==> config.mk <==
export PLATFORM = sky130hd
export DESIGN_NAME = zfifo_sync_ctrl
export DESIGN_NICKNAME = d
export VERILOG_FILES = /design/src/rtl/zfifo_sync_ctrl_pkg.sv /design/src/rtl/zfifo_sync_ctrl_dualport.sv /design/src/rtl/zfifo_sync_ctrl.sv
export SDC_FILE = /design/constraint.sdc
export NUM_CORES = 1
export LEC_CHECK = 0
export CAP_MARGIN = 25
export CORE_UTILIZATION = 30
export CTS_CLUSTER_DIAMETER = 80
export DETAILED_ROUTE_END_ITERATION = 16
export GPL_ROUTABILITY_DRIVEN = 0
export PLACE_DENSITY = 0.51
export SYNTH_ARGS = -nofsm -noshare
export SYNTH_HDL_FRONTEND = slang
export SYNTH_SLANG_ARGS = --single-unit
==> constraint.sdc <==
create_clock -name iClk -period 8.55 [get_ports iClk]
set_input_delay 0.855 -clock iClk [delete_from_list [all_inputs] [get_ports iClk]]
set_output_delay 0.855 -clock iClk [all_outputs]
set_load 0.005 [all_outputs]
==> src/rtl/zfifo_sync_ctrl_pkg.sv <==
// Shared FIFO helpers: pointer width and depth legality, reused by the sync and async FIFOs.
package zfifo_sync_ctrl_pkg;

  // One extra pointer bit separates full from empty once the address wraps.
  function automatic int ptrWidth(input int log2Depth);
    return log2Depth + 1;
  endfunction

  function automatic bit depthOk(input int depth, input int log2Depth);
    return (depth >= 2) && (depth == (1 << log2Depth));
  endfunction

endpackage

==> src/rtl/zfifo_sync_ctrl_dualport.sv <==
// Simple dual-port RAM: one write port, one registered read port, single clock.
module zfifo_dualport
  import zfifo_sync_ctrl_pkg::*;
#(
  parameter int depth      = 64,
  parameter int log2_depth = 6,
  parameter int width      = 8
) (
  input  logic                  iClk,
  input  logic                  iWrEn,
  input  logic [log2_depth-1:0] iWrAddr,
  input  logic [width-1:0]      iWrData,
  input  logic                  iRdEn,
  input  logic [log2_depth-1:0] iRdAddr,
  output logic [width-1:0]      oRdData
);

  logic [width-1:0] mem [depth];

  always_ff @(posedge iClk) begin
    if (iWrEn) mem[iWrAddr] <= iWrData;
    if (iRdEn) oRdData <= mem[iRdAddr];
  end

endmodule

==> src/rtl/zfifo_sync_ctrl.sv <==
// Synchronous FIFO control: pointers, count, status flags and the pop-valid strobe around zfifo_dualport.
module zfifo_sync_ctrl
  import zfifo_sync_ctrl_pkg::*;
#(
  parameter int depth      = 64,
  parameter int log2_depth = 6,
  parameter int width      = 8,
  parameter int afull_thr  = 48
) (
  input  logic                iClk,
  input  logic                iRst,
  input  logic                iPushEn,
  input  logic [width-1:0]    iPushData,
  input  logic                iPopEn,
  output logic [width-1:0]    oPopData,
  output logic                oPopValid,
  output logic                oFull,
  output logic                oEmpty,
  output logic                oAlmostFull,
  output logic [log2_depth:0] oCount,
  output logic                oOverflow,
  output logic                oUnderflow
);

  localparam int PW = ptrWidth(log2_depth);

  if (!depthOk(depth, log2_depth)) begin : gBadDepth
    $error("zfifo_sync_ctrl: depth must be a power of two >= 2 matching log2_depth");
  end

  logic [PW-1:0] wrPtr, rdPtr, cntNxt;
  logic          pushAcc, popAcc;

  // Acceptance uses only registered flags, so no input-to-flag combinational path exists.
  assign pushAcc = iPushEn & ~oFull;
  assign popAcc  = iPopEn  & ~oEmpty;
  assign cntNxt  = oCount + PW'(pushAcc) - PW'(popAcc);

  always_ff @(posedge iClk) begin
    if (iRst) begin
      wrPtr       <= '0;
      rdPtr       <= '0;
      oCount      <= '0;
      oFull       <= 1'b0;
      oEmpty      <= 1'b1;
      oAlmostFull <= 1'b0;
      oPopValid   <= 1'b0;
      oOverflow   <= 1'b0;
      oUnderflow  <= 1'b0;
    end else begin
      if (pushAcc) wrPtr <= wrPtr + 1'b1;
      if (popAcc)  rdPtr <= rdPtr + 1'b1;
      oCount      <= cntNxt;
      oFull       <= (cntNxt == PW'(depth));
      oEmpty      <= (cntNxt == '0);
      oAlmostFull <= (cntNxt >= PW'(afull_thr));
      oPopValid   <= popAcc;
      oOverflow   <= oOverflow  | (iPushEn & oFull);
      oUnderflow  <= oUnderflow | (iPopEn  & oEmpty);
    end
  end

  zfifo_dualport #(
    .depth      (depth),
    .log2_depth (log2_depth),
    .width      (width)
  ) uRam (
    .iClk    (iClk),
    .iWrEn   (pushAcc),
    .iWrAddr (wrPtr[log2_depth-1:0]),
    .iWrData (iPushData),
    .iRdEn   (popAcc),
    .iRdAddr (rdPtr[log2_depth-1:0]),
    .oRdData (oPopData)
  );

endmodule

==> metrics, run 1 <==
run status=finished, final reports clean; TritonCTS buffer count=56; largest net degree at the start of global routing=65; sequential fraction of the synthesis area=75.0%; power density of the placed cells=243 nW/µm²; drt wl/cell=23.9 µm; endpoint kind of the worst setup timing path=register; slowest cell on the critical path=sky130_fd_sc_hd__dfxtp_4; required time worst endpoint=8.91 ns; net count reported at finish=between 1000 and 1500; Post-Route Setup TNS=0 ns; kind of critical path=reg -> reg; internal reg-to-reg setup slack=4.76 ns; Hold Crit Class=reg -> reg; period utilisation layout=44.3%; Avg Vias per Cell=just under 5; number of standard cells after synthesis=approximately 1100; register bit count reported by yosys=545; number of enable flip-flop cells after synthesis=520; TritonCTS clock tree=yes; Netlist cell types=48; postcts setup bufs=0; Worst Tran Pin Value=0.991 ns; number of buffers and inverters on the critical path=1; DP Area=~23000 µm²; critical-path cell list=buf_4 -> or3b_1 -> o22ai_1 -> a211oi_1 -> o41ai_1 -> and3_1; Die Area=72700 µm²; Vias=10400; flip-flop cell with the highest count after synthesis=sky130_fd_sc_hd__edfxtp_1; Routed WL=50900 µm; Final Hold Viols=0; wire length of the first global-routing pass=75100 µm; Clock Sink Count=545; Avg Inst Size Synth=approximately 20 µm²; number of nets produced by synthesis=1113; setup violation total in the final timing report=0; number of global-route vias before repair=10700; share of flip-flops with an asynchronous set or reset=0%; Yosys warning total=0; Die Y=270 µm; most common cell after layout, fill and taps aside=sky130_fd_sc_hd__edfxtp_1; hold buffer count at cts=0; width of the die=between 200 and 300 µm; startpoint class of the critical path=register; fin area=between 20000 and 25000 µm²; post-CTS sizing=0; area growth from synthesis to layout=13.9%; largest stage delay on the critical path=0.83 ns; antenna violations before repair=0; total power=5.95 mW; iteration-0 DRC count of the detailed router=a little under 1000; final-layout worst hold slack=0.473 ns; leakage power total=7.31 nW; clock latency on the worst-skew pair=a little over 0.6 ns; global-route usage over all layers=14.1%; Worst slew margin=33.7%; total count of max-transition violations in the final report=0; detailed-route DRC error count=0; core box area=roughly 70000 µm²; DP Wirelength=30500 µm; diode insertion count for antenna repair=0; critical path's top delay family=compound AO/OA/AOI/OAI gates; count of nets left with antenna violations after detail routing=0; share of cells above drive strength 1=18.2%; endpoint arrival time on the critical path=slightly above 4 ns; top-level I/O count=33; most used cells in the layout excluding fill and tap cells=520 x sky130_fd_sc_hd__edfxtp_1, 98 x sky130_fd_sc_hd__mux4_2, 92 x sky130_fd_sc_hd__mux2i_1; deepest level of the CTS H-tree=2; number of max-cap violations=0; Post-Route Skew=0.0149 ns; upper clock frequency limit=264 MHz; peak supply drop=0.157 mV; DR pass1 iterations=6; Row Count=97; CTS Root Buffer Type=sky130_fd_sc_hd__clkbuf_16; Overflow after GRT=0; cell area after synthesis=roughly 21000 µm²; Initial Utilization=30.5%; peak fanout along the critical path=35; RSZ-0062 raised after global routing=no; PortBufs=32; maximum root-to-sink buffer count=3; CTS clock-pin slew for the worst setup and hold paths=0.06 ns; minimum clock period after layout=3.79 ns
kinds of logic after synthesis:
group | share of synthesized area [%]
flops | 75.0
xor+xnor | 0.571
fa+ha+maj | 0.618
buf+inv | 2.14
compound gates | 3.71
mux | 14.6
simple gates | 3.35
worst paths after layout:
check                                start         endpoint  depth (start not counted)
worst min register to register  oUnderflow       oUnderflow                          2
worst max-delay path              rdPtr[0]  uRam.oRdData[3]                          6
worst max register to register    rdPtr[0]  uRam.oRdData[3]                          6
worst min-delay path            oUnderflow       oUnderflow                          2
layer usage:
layer / global-route usage, % / part of all wire, %
met5: 0 / 0
met4: 3.99 / 2.0
met3: 2.08 / 4.6
met2: 22.0 / 47
met1: 20.2 / 46
worst reg2reg max path: cells and delay by family, from the launching register on:
family | cells | cell delay (ns)
compound gates | 3 | 1.08
simple gates | 2 | 0.94
buf+inv | 1 | 0.69
flops | 1 | 0.83
power breakdown:
group          switching (mW)  internal (mW)  leakage [nW]
registers              0.0441           2.96          4.89
clock network            1.01           1.39         0.851
logic                   0.295          0.245          1.57
cell usage after synthesis, types with 2 or more instances:
cell type	n	area, µm²
sky130_fd_sc_hd__a21o_1	2	15.0
sky130_fd_sc_hd__nand2b_1	4	25.0
sky130_fd_sc_hd__and2_1	5	31.3
sky130_fd_sc_hd__nand3b_1	2	15.0
sky130_fd_sc_hd__o31ai_1	5	37.5
sky130_fd_sc_hd__a22oi_1	13	97.6
sky130_fd_sc_hd__or3_1	3	18.8
sky130_fd_sc_hd__buf_1	4	15.0
sky130_fd_sc_hd__buf_4	11	82.6
sky130_fd_sc_hd__a211oi_1	23	173
sky130_fd_sc_hd__xnor2_1	6	52.6
sky130_fd_sc_hd__o221ai_1	2	17.5
sky130_fd_sc_hd__nor3_1	6	30.0
sky130_fd_sc_hd__buf_6	7	78.8
sky130_fd_sc_hd__mux4_2	98	2210
sky130_fd_sc_hd__or3b_1	2	17.5
sky130_fd_sc_hd__a21oi_1	8	40.0
sky130_fd_sc_hd__nor2_1	85	319
sky130_fd_sc_hd__nor2b_1	8	50.1
sky130_fd_sc_hd__nand3_1	6	30.0
sky130_fd_sc_hd__clkbuf_1	14	52.6
sky130_fd_sc_hd__buf_2	15	75.1
sky130_fd_sc_hd__dfxtp_1	25	500
sky130_fd_sc_hd__o21ai_0	3	15.0
sky130_fd_sc_hd__xor2_1	8	70.1
sky130_fd_sc_hd__inv_1	11	41.3
sky130_fd_sc_hd__ha_1	9	113
sky130_fd_sc_hd__and3_1	6	37.5
sky130_fd_sc_hd__nand4_1	2	12.5
sky130_fd_sc_hd__a211oi_2	7	87.6
sky130_fd_sc_hd__buf_12	5	100
sky130_fd_sc_hd__or2_2	2	12.5
sky130_fd_sc_hd__mux2i_1	92	921
sky130_fd_sc_hd__a22o_1	3	26.3
sky130_fd_sc_hd__edfxtp_1	520	15600
sky130_fd_sc_hd__nand2_1	24	90.1
sky130_fd_sc_hd__o21a_1	3	22.5
sky130_fd_sc_hd__o41ai_1	6	52.6
sky130_fd_sc_hd__o22ai_1	27	169
through the flow:
step                      std cells  utilization (%)  setup slack (ns)
after global placement         2024             32.2              4.32
after floorplan                1091                -              5.03
final                          2128             34.7              4.76
after global routing           2128             34.7              4.50
after detailed placement       2024             32.2              4.26
after CTS                      2127             34.7              4.63
registers in the layout, summed over array words and instances (netlist names):
| signal | count |
|---|---|
| oPopValid | 1 |
| oEmpty | 1 |
| wrPtr | 6 |
| oOverflow | 1 |
| oFull | 1 |
| oUnderflow | 1 |
| oCount | 7 |
| oAlmostFull | 1 |
| rdPtr | 6 |
| uRam.mem | 512 |
| uRam.oRdData | 8 |
layout make-up:
cell class	count	area, µm²
Inverter	11	41.3
Clock inverter	27	263
Fill cell	6634	45900
Sequential cell	545	16100
Clock buffer	76	1520
Multi-Input combinational cell	478	4910
Timing Repair Buffer	51	423
Tap cell	940	1180
(Power assumes the default switching activity.)
==> run 2, diff against run 1 <==
==> constraint.sdc (replaced) <==
create_clock -name iClk -period 3.8 [get_ports iClk]
set_input_delay 0.38 -clock iClk [delete_from_list [all_inputs] [get_ports iClk]]
set_output_delay 0.38 -clock iClk [all_outputs]
set_load 0.005 [all_outputs]
==> run 2 against run 1 <==
  * First-iteration DRC count decreased by 8.4%
  * Global-route usage increased by 0.15 points
  * Via count grew 2.7%
  * Clock skew decreased by 0.0023 ns
  * Worst setup slack worse by 3.9 ns
  * Sequential share of layout area decreased by 1.5 points
  * Design area is 2.3% higher
  * Total power increased by 130%
  * Routed wire length rose by 1.2%
  * Sequential power up 120%
  * Combinational power up 130%
  * Fmax up 29%
  * Critical endpoint is now oEmpty
==> metrics, run 2 (synthesis results as in run 1) <==
net count reported at finish=1228 (+5.4%); total power=13.5 mW (+130%); post-CTS sizing=0 (unchanged); deepest level of the CTS H-tree=2 (unchanged); PortBufs=32 (unchanged); required time worst endpoint=4.32 ns (-4.59 ns); Overflow after GRT=0 (unchanged); fin area=25000 µm² (+2.3%); RSZ-0062 raised after global routing=no; clock latency on the worst-skew pair=0.61 ns (about the same); Routed WL=51500 µm (+1.2%); hold buffer count at cts=0 (unchanged); drt wl/cell=23.5 µm (-1.6%); upper clock frequency limit=341 MHz (+29%); minimum clock period after layout=2.93 ns (-0.858 ns); share of cells above drive strength 1=22.5% (+4.3 points); Vias=10700 (+2.7%); Post-Route Setup TNS=0 ns (unchanged); total count of max-transition violations in the final report=0 (unchanged); run status=finished, final reports clean; peak supply drop=0.332 mV (+110%); Die Y=270 µm (unchanged); number of global-route vias before repair=11000 (+2.8%); most used cells in the layout excluding fill and tap cells=520 x sky130_fd_sc_hd__edfxtp_1, 98 x sky130_fd_sc_hd__mux4_2, 92 x sky130_fd_sc_hd__mux2i_1; maximum root-to-sink buffer count=3 (unchanged); leakage power total=7.69 nW (+5.3%); wire length of the first global-routing pass=75900 µm (+1.1%); global-route usage over all layers=14.2% (+0.15 points); CTS Root Buffer Type=sky130_fd_sc_hd__clkbuf_16; endpoint arrival time on the critical path=3.45 ns (-0.70 ns); kind of critical path=reg -> reg; Die Area=72700 µm² (unchanged); setup violation total in the final timing report=0 (unchanged); top-level I/O count=33 (unchanged); Post-Route Skew=0.0126 ns (-0.00229 ns); Hold Crit Class=in -> reg; minimum setup slack after placement=0.304 ns (-3.95 ns); FF+latch area=16100 µm² (unchanged); period utilisation layout=77.1% (+33 points); Final Hold Viols=0 (unchanged); max FFs per register=512 (unchanged); register with the most flip-flops=uRam.mem; startpoint class of the critical path=register; Avg Vias per Cell=4.88 (-0.23%); TritonCTS clock tree=yes; Initial Utilization=30.5% (unchanged); DP Wirelength=32100 µm (+5.4%); footprint of the multi-input gates=4900 µm² (-0.20%); Clock Sink Count=545 (unchanged); TritonCTS buffer count=59 (+5.4%); count of nets left with antenna violations after detail routing=0 (unchanged); Worst slew margin=35.4% (+1.7 points); iteration-0 DRC count of the detailed router=905 (-8.4%); postcts setup bufs=0 (unchanged); endpoint kind of the worst setup timing path=register; largest net degree at the start of global routing=89 (+37%); Fillers=6567 (-1.0%); biggest regs=uRam.mem: 512 flops, uRam.oRdData: 8 flops, oCount: 7 flops; Row Count=97 (unchanged); number of max-cap violations=0 (unchanged); width of the die=270 µm (unchanged); Setup WS post-layout=0.869 ns (-3.89 ns); antenna violations before repair=0 (unchanged); final-layout worst hold slack=0.307 ns (-0.165 ns); DR pass1 iterations=5 (-1); detailed-route DRC error count=0 (unchanged); most common cell after layout, fill and taps aside=sky130_fd_sc_hd__edfxtp_1; DP Area=23200 µm² (+2.2%); area growth from synthesis to layout=16.5%; Worst Tran Pin Value=0.969 ns (-0.0217 ns); CTS clock-pin slew for the worst setup and hold paths=0.06 ns (about the same); peak fanout along the critical path=3 (-91%); core box area=70400 µm² (unchanged); power density of the placed cells=540 nW/µm² (+120%)
## run 2: cell types whose count changed in the layout (fill, tap and decap cells not counted)
cell,before,now
sky130_fd_sc_hd__clkinv_2,4,11
sky130_fd_sc_hd__nor3_2,2,0
sky130_fd_sc_hd__clkbuf_4,1,0
sky130_fd_sc_hd__clkinv_1,12,8
sky130_fd_sc_hd__buf_4,18,74
sky130_fd_sc_hd__clkinvlp_4,4,1
sky130_fd_sc_hd__clkbuf_16,57,61
sky130_fd_sc_hd__clkbuf_1,17,15
sky130_fd_sc_hd__diode_2,0,1
sky130_fd_sc_hd__bufinv_16,5,4
sky130_fd_sc_hd__inv_6,1,2
sky130_fd_sc_hd__clkinv_4,1,0
sky130_fd_sc_hd__buf_12,0,5
sky130_fd_sc_hd__nor3_1,4,6
## run 2: critical path, stage by stage (launching register included)
cell and delay [ns]:
sky130_fd_sc_hd__dfxtp_1 0.33, sky130_fd_sc_hd__nor2b_1 0.17, sky130_fd_sc_hd__inv_1 0.11, sky130_fd_sc_hd__ha_1 0.28, sky130_fd_sc_hd__inv_1 0.04, sky130_fd_sc_hd__ha_1 0.22, sky130_fd_sc_hd__fa_1 0.43, sky130_fd_sc_hd__a21o_1 0.19
sky130_fd_sc_hd__a21oi_1 0.27, sky130_fd_sc_hd__xnor2_1 0.21, sky130_fd_sc_hd__or3b_1 0.40, sky130_fd_sc_hd__o31ai_1 0.20
## run 2: layout make-up
cell class / count / share of cell area (%)
diodes: 1 / 0.0100
clock buffers: 78 / 6.44
clock inverters: 26 / 0.920
inverters: 11 / 0.165
multi-input cells: 478 / 19.6
flip-flops and latches: 545 / 64.4
well taps: 940 / 4.70
repair buffers: 111 / 3.74
## run 2: layer usage
layer	part of all wire (%)	GRT usage (%)	up-vias
li1	-	-	4676
met1	46	20.2	5693
met2	46	21.8	229
met3	4.5	2.47	83
met4	3.0	5.13	0
met5	0	0	-
## run 2: path summary, 6_finish.rpt
path	startpoint	endpoint	slack (ns)	cells past startpoint
max	oFull	oEmpty	0.87	11
min reg2reg	oUnderflow	oUnderflow	0.47	2
max reg2reg	oFull	oEmpty	0.87	11
min	iPushData[7]	uRam.mem[1][7]	0.31	1
## run 2: where the power goes
group          internal, mW  switching (mW)
sequential             6.67          0.0683
combinational         0.570           0.700
clock                  3.22            2.27
total                  10.5            3.04
## run 2: per-stage QoR
step / cells / util [%]
floorplan: 1091 / -
global route: 2189 / 35.5
detailed placement: 2084 / 32.9
global placement: 2084 / 32.9
CTS: 2188 / 35.5
finish: 2190 / 35.5
==> run 3, diff against run 2 <==
--- a/config.mk
+++ b/config.mk
@@ -10,7 +10,7 @@
 export CTS_CLUSTER_DIAMETER = 80
 export DETAILED_ROUTE_END_ITERATION = 16
 export GPL_ROUTABILITY_DRIVEN = 0
-export PLACE_DENSITY = 0.51
+export PLACE_DENSITY = 0.53
 export SYNTH_ARGS = -nofsm -noshare
 export SYNTH_HDL_FRONTEND = slang
 export SYNTH_SLANG_ARGS = --single-unit
==> constraint.sdc (replaced) <==
create_clock -name iClk -period 2.65 [get_ports iClk]
set_input_delay 0.265 -clock iClk [delete_from_list [all_inputs] [get_ports iClk]]
set_output_delay 0.265 -clock iClk [all_outputs]
set_load 0.005 [all_outputs]
==> run 3 against run 2 <==
  * First-iteration DRC count down 6.0%
  * Hold slack worse by 0.13 ns
  * Register-to-register slack worse by 0.73 ns
  * Largest cell class unchanged
  * Largest power group unchanged
  * Critical endpoint unchanged
  * Critical path depth unchanged
  * Non-clock buffer count up 66
  * Via count up 1.4%
  * Design area up 2.1%
==> metrics, run 3 (synthesis results as in run 1) <==
clock latency on the worst-skew pair=0.60 ns (about the same); net count reported at finish=1290 (+5.0%); endpoint kind of the worst setup timing path=register; count of placed standard cells in the final layout, fillers left out=2249 (+2.7%); total power=19.2 mW (+42%); deepest level of the CTS H-tree=2 (unchanged); antenna violations before repair=0 (unchanged); global-route usage over all layers=13.9% (-0.26 points); number of max-cap violations=0 (unchanged); peak supply drop=0.472 mV (+42%); Overflow after GRT=0 (unchanged); drt wl/cell=22.6 µm (-4.0%); most used cells in the layout excluding fill and tap cells=520 x sky130_fd_sc_hd__edfxtp_1, 130 x sky130_fd_sc_hd__buf_4, 98 x sky130_fd_sc_hd__mux4_2; iteration-0 DRC count of the detailed router=851 (-6.0%); required time worst endpoint=3.16 ns (-1.16 ns); area growth from synthesis to layout=18.9%; share of cells above drive strength 1=26.7% (+4.2 points); Worst slew margin=46.3% (+11 points); wire length of the first global-routing pass=74900 µm (-1.3%); TritonCTS buffer count=55 (-6.8%); Hold Crit Class=in -> reg; leakage power total=8.00 nW (+4.1%); Fillers=6564 (-0.046%); Setup WS post-layout=0.138 ns (-0.731 ns); top-level I/O count=33 (unchanged); detailed-route DRC error count=0 (unchanged); register with the most flip-flops=uRam.mem; minimum clock period after layout=2.51 ns (-0.419 ns); Die Y=270 µm (unchanged); minimum setup slack after placement=-0.421 ns (-0.725 ns); Die Area=72700 µm² (unchanged); upper clock frequency limit=398 MHz (+17%); final-layout worst hold slack=0.180 ns (-0.128 ns); diode insertion count for antenna repair=0 (-1); startpoint class of the critical path=register; most common cell after layout, fill and taps aside=sky130_fd_sc_hd__edfxtp_1; setup violation total in the final timing report=0 (unchanged); fin area=25500 µm² (+2.1%); Util after Layout=36.3% (+0.73 points); Post-Route Setup TNS=0 ns (unchanged); number of cells after detailed placement=2148 (+3.1%); max FFs per register=512 (unchanged); width of the die=270 µm (unchanged); largest net degree at the start of global routing=65 (-27%); peak fanout along the critical path=3 (unchanged); total count of max-transition violations in the final report=0 (unchanged); number of global-route vias before repair=11100 (+0.92%); kind of critical path=reg -> reg; Avg Vias per Cell=4.82 (-1.3%); count of nets left with antenna violations after detail routing=0 (unchanged); Initial Utilization=30.5% (unchanged); biggest regs=uRam.mem: 512 flops, uRam.oRdData: 8 flops, oCount: 7 flops; power density of the placed cells=752 nW/µm² (+39%); DP Wirelength=32500 µm (+1.2%); footprint of the multi-input gates=4940 µm² (+0.84%); DR pass1 iterations=5 (unchanged); period utilisation layout=94.8% (+18 points); FF+latch area=16100 µm² (about the same); internal reg-to-reg setup slack=0.14 ns (-0.73 ns); PortBufs=32 (unchanged); run status=finished, final reports clean; Worst Tran Pin Value=0.805 ns (-0.164 ns); maximum root-to-sink buffer count=3 (unchanged); Clock Sink Count=545 (unchanged); Vias=10800 (+1.4%); core box area=70400 µm² (unchanged); DP Area=23800 µm² (+2.6%); Row Count=97 (unchanged); Routed WL=50800 µm (-1.4%); Post-Route Skew=0.0167 ns (+0.00402 ns); CTS clock-pin slew for the worst setup and hold paths=0.06 ns (about the same); Final Hold Viols=0 (unchanged); TritonCTS clock tree=yes; CTS Root Buffer Type=sky130_fd_sc_hd__clkbuf_16; endpoint arrival time on the critical path=3.02 ns (-0.43 ns)
## run 3: cell types whose count changed in the layout (fill, tap and decap cells not counted), sizes merged
| cell | before | now |
|---|---|---|
| clkinv | 19 | 20 |
| diode | 1 | 0 |
| dlygate4sd3 | 0 | 1 |
| clkbuf | 78 | 73 |
| bufinv | 4 | 3 |
| buf | 87 | 152 |
| inv | 13 | 11 |
| clkinvlp | 1 | 2 |
## run 3: final cells by class
type / instances / area share, %
flip-flops and latches: 545 / 63.1
multi-input cells: 478 / 19.4
repair buffers: 177 / 6.06
clock buffers: 73 / 5.90
well taps: 940 / 4.61
clock inverters: 25 / 0.779
inverters: 11 / 0.162
## run 3: worst paths after layout
path | from | endpoint | depth (start not counted)
min reg2reg | oUnderflow | oUnderflow | 2
max | oFull | oEmpty | 11
min | iPushData[6] | uRam.mem[43][6] | 2
max reg2reg | oFull | oEmpty | 11
## run 3: worst max-delay path, stage by stage, from the launching register on
cell and delay, ns:
sky130_fd_sc_hd__dfxtp_2 0.33, sky130_fd_sc_hd__nor2b_4 0.10, sky130_fd_sc_hd__inv_1 0.06, sky130_fd_sc_hd__ha_1 0.26
sky130_fd_sc_hd__inv_1 0.04, sky130_fd_sc_hd__ha_1 0.20, sky130_fd_sc_hd__fa_2 0.35, sky130_fd_sc_hd__a21o_1 0.19
sky130_fd_sc_hd__a21oi_4 0.20, sky130_fd_sc_hd__xnor2_2 0.13, sky130_fd_sc_hd__or3b_4 0.40, sky130_fd_sc_hd__o31ai_2 0.17
## run 3: where the power goes
part           internal (mW)  switching [mW]
clock                   4.26            3.16
sequential              9.56          0.0899
combinational           1.04            1.09
## run 3: metal layers
| metal | track usage (%) | up-vias | share of wire (%) |
|---|---|---|---|
| li1 | - | 4806 | - |
| met1 | 19.2 | 5693 | 45 |
| met2 | 22.7 | 255 | 48 |
| met3 | 2.13 | 76 | 4.9 |
| met4 | 4.28 | 0 | 2.3 |
| met5 | 0 | - | 0 |
## run 3: what timing repair did
action	4_1_cts	5_1_grt
endpoints found under the setup margin	0	4
resized for setup	0	7
setup buffers	0	1
hold buffers	0	1
hold endpoints to repair	0	2
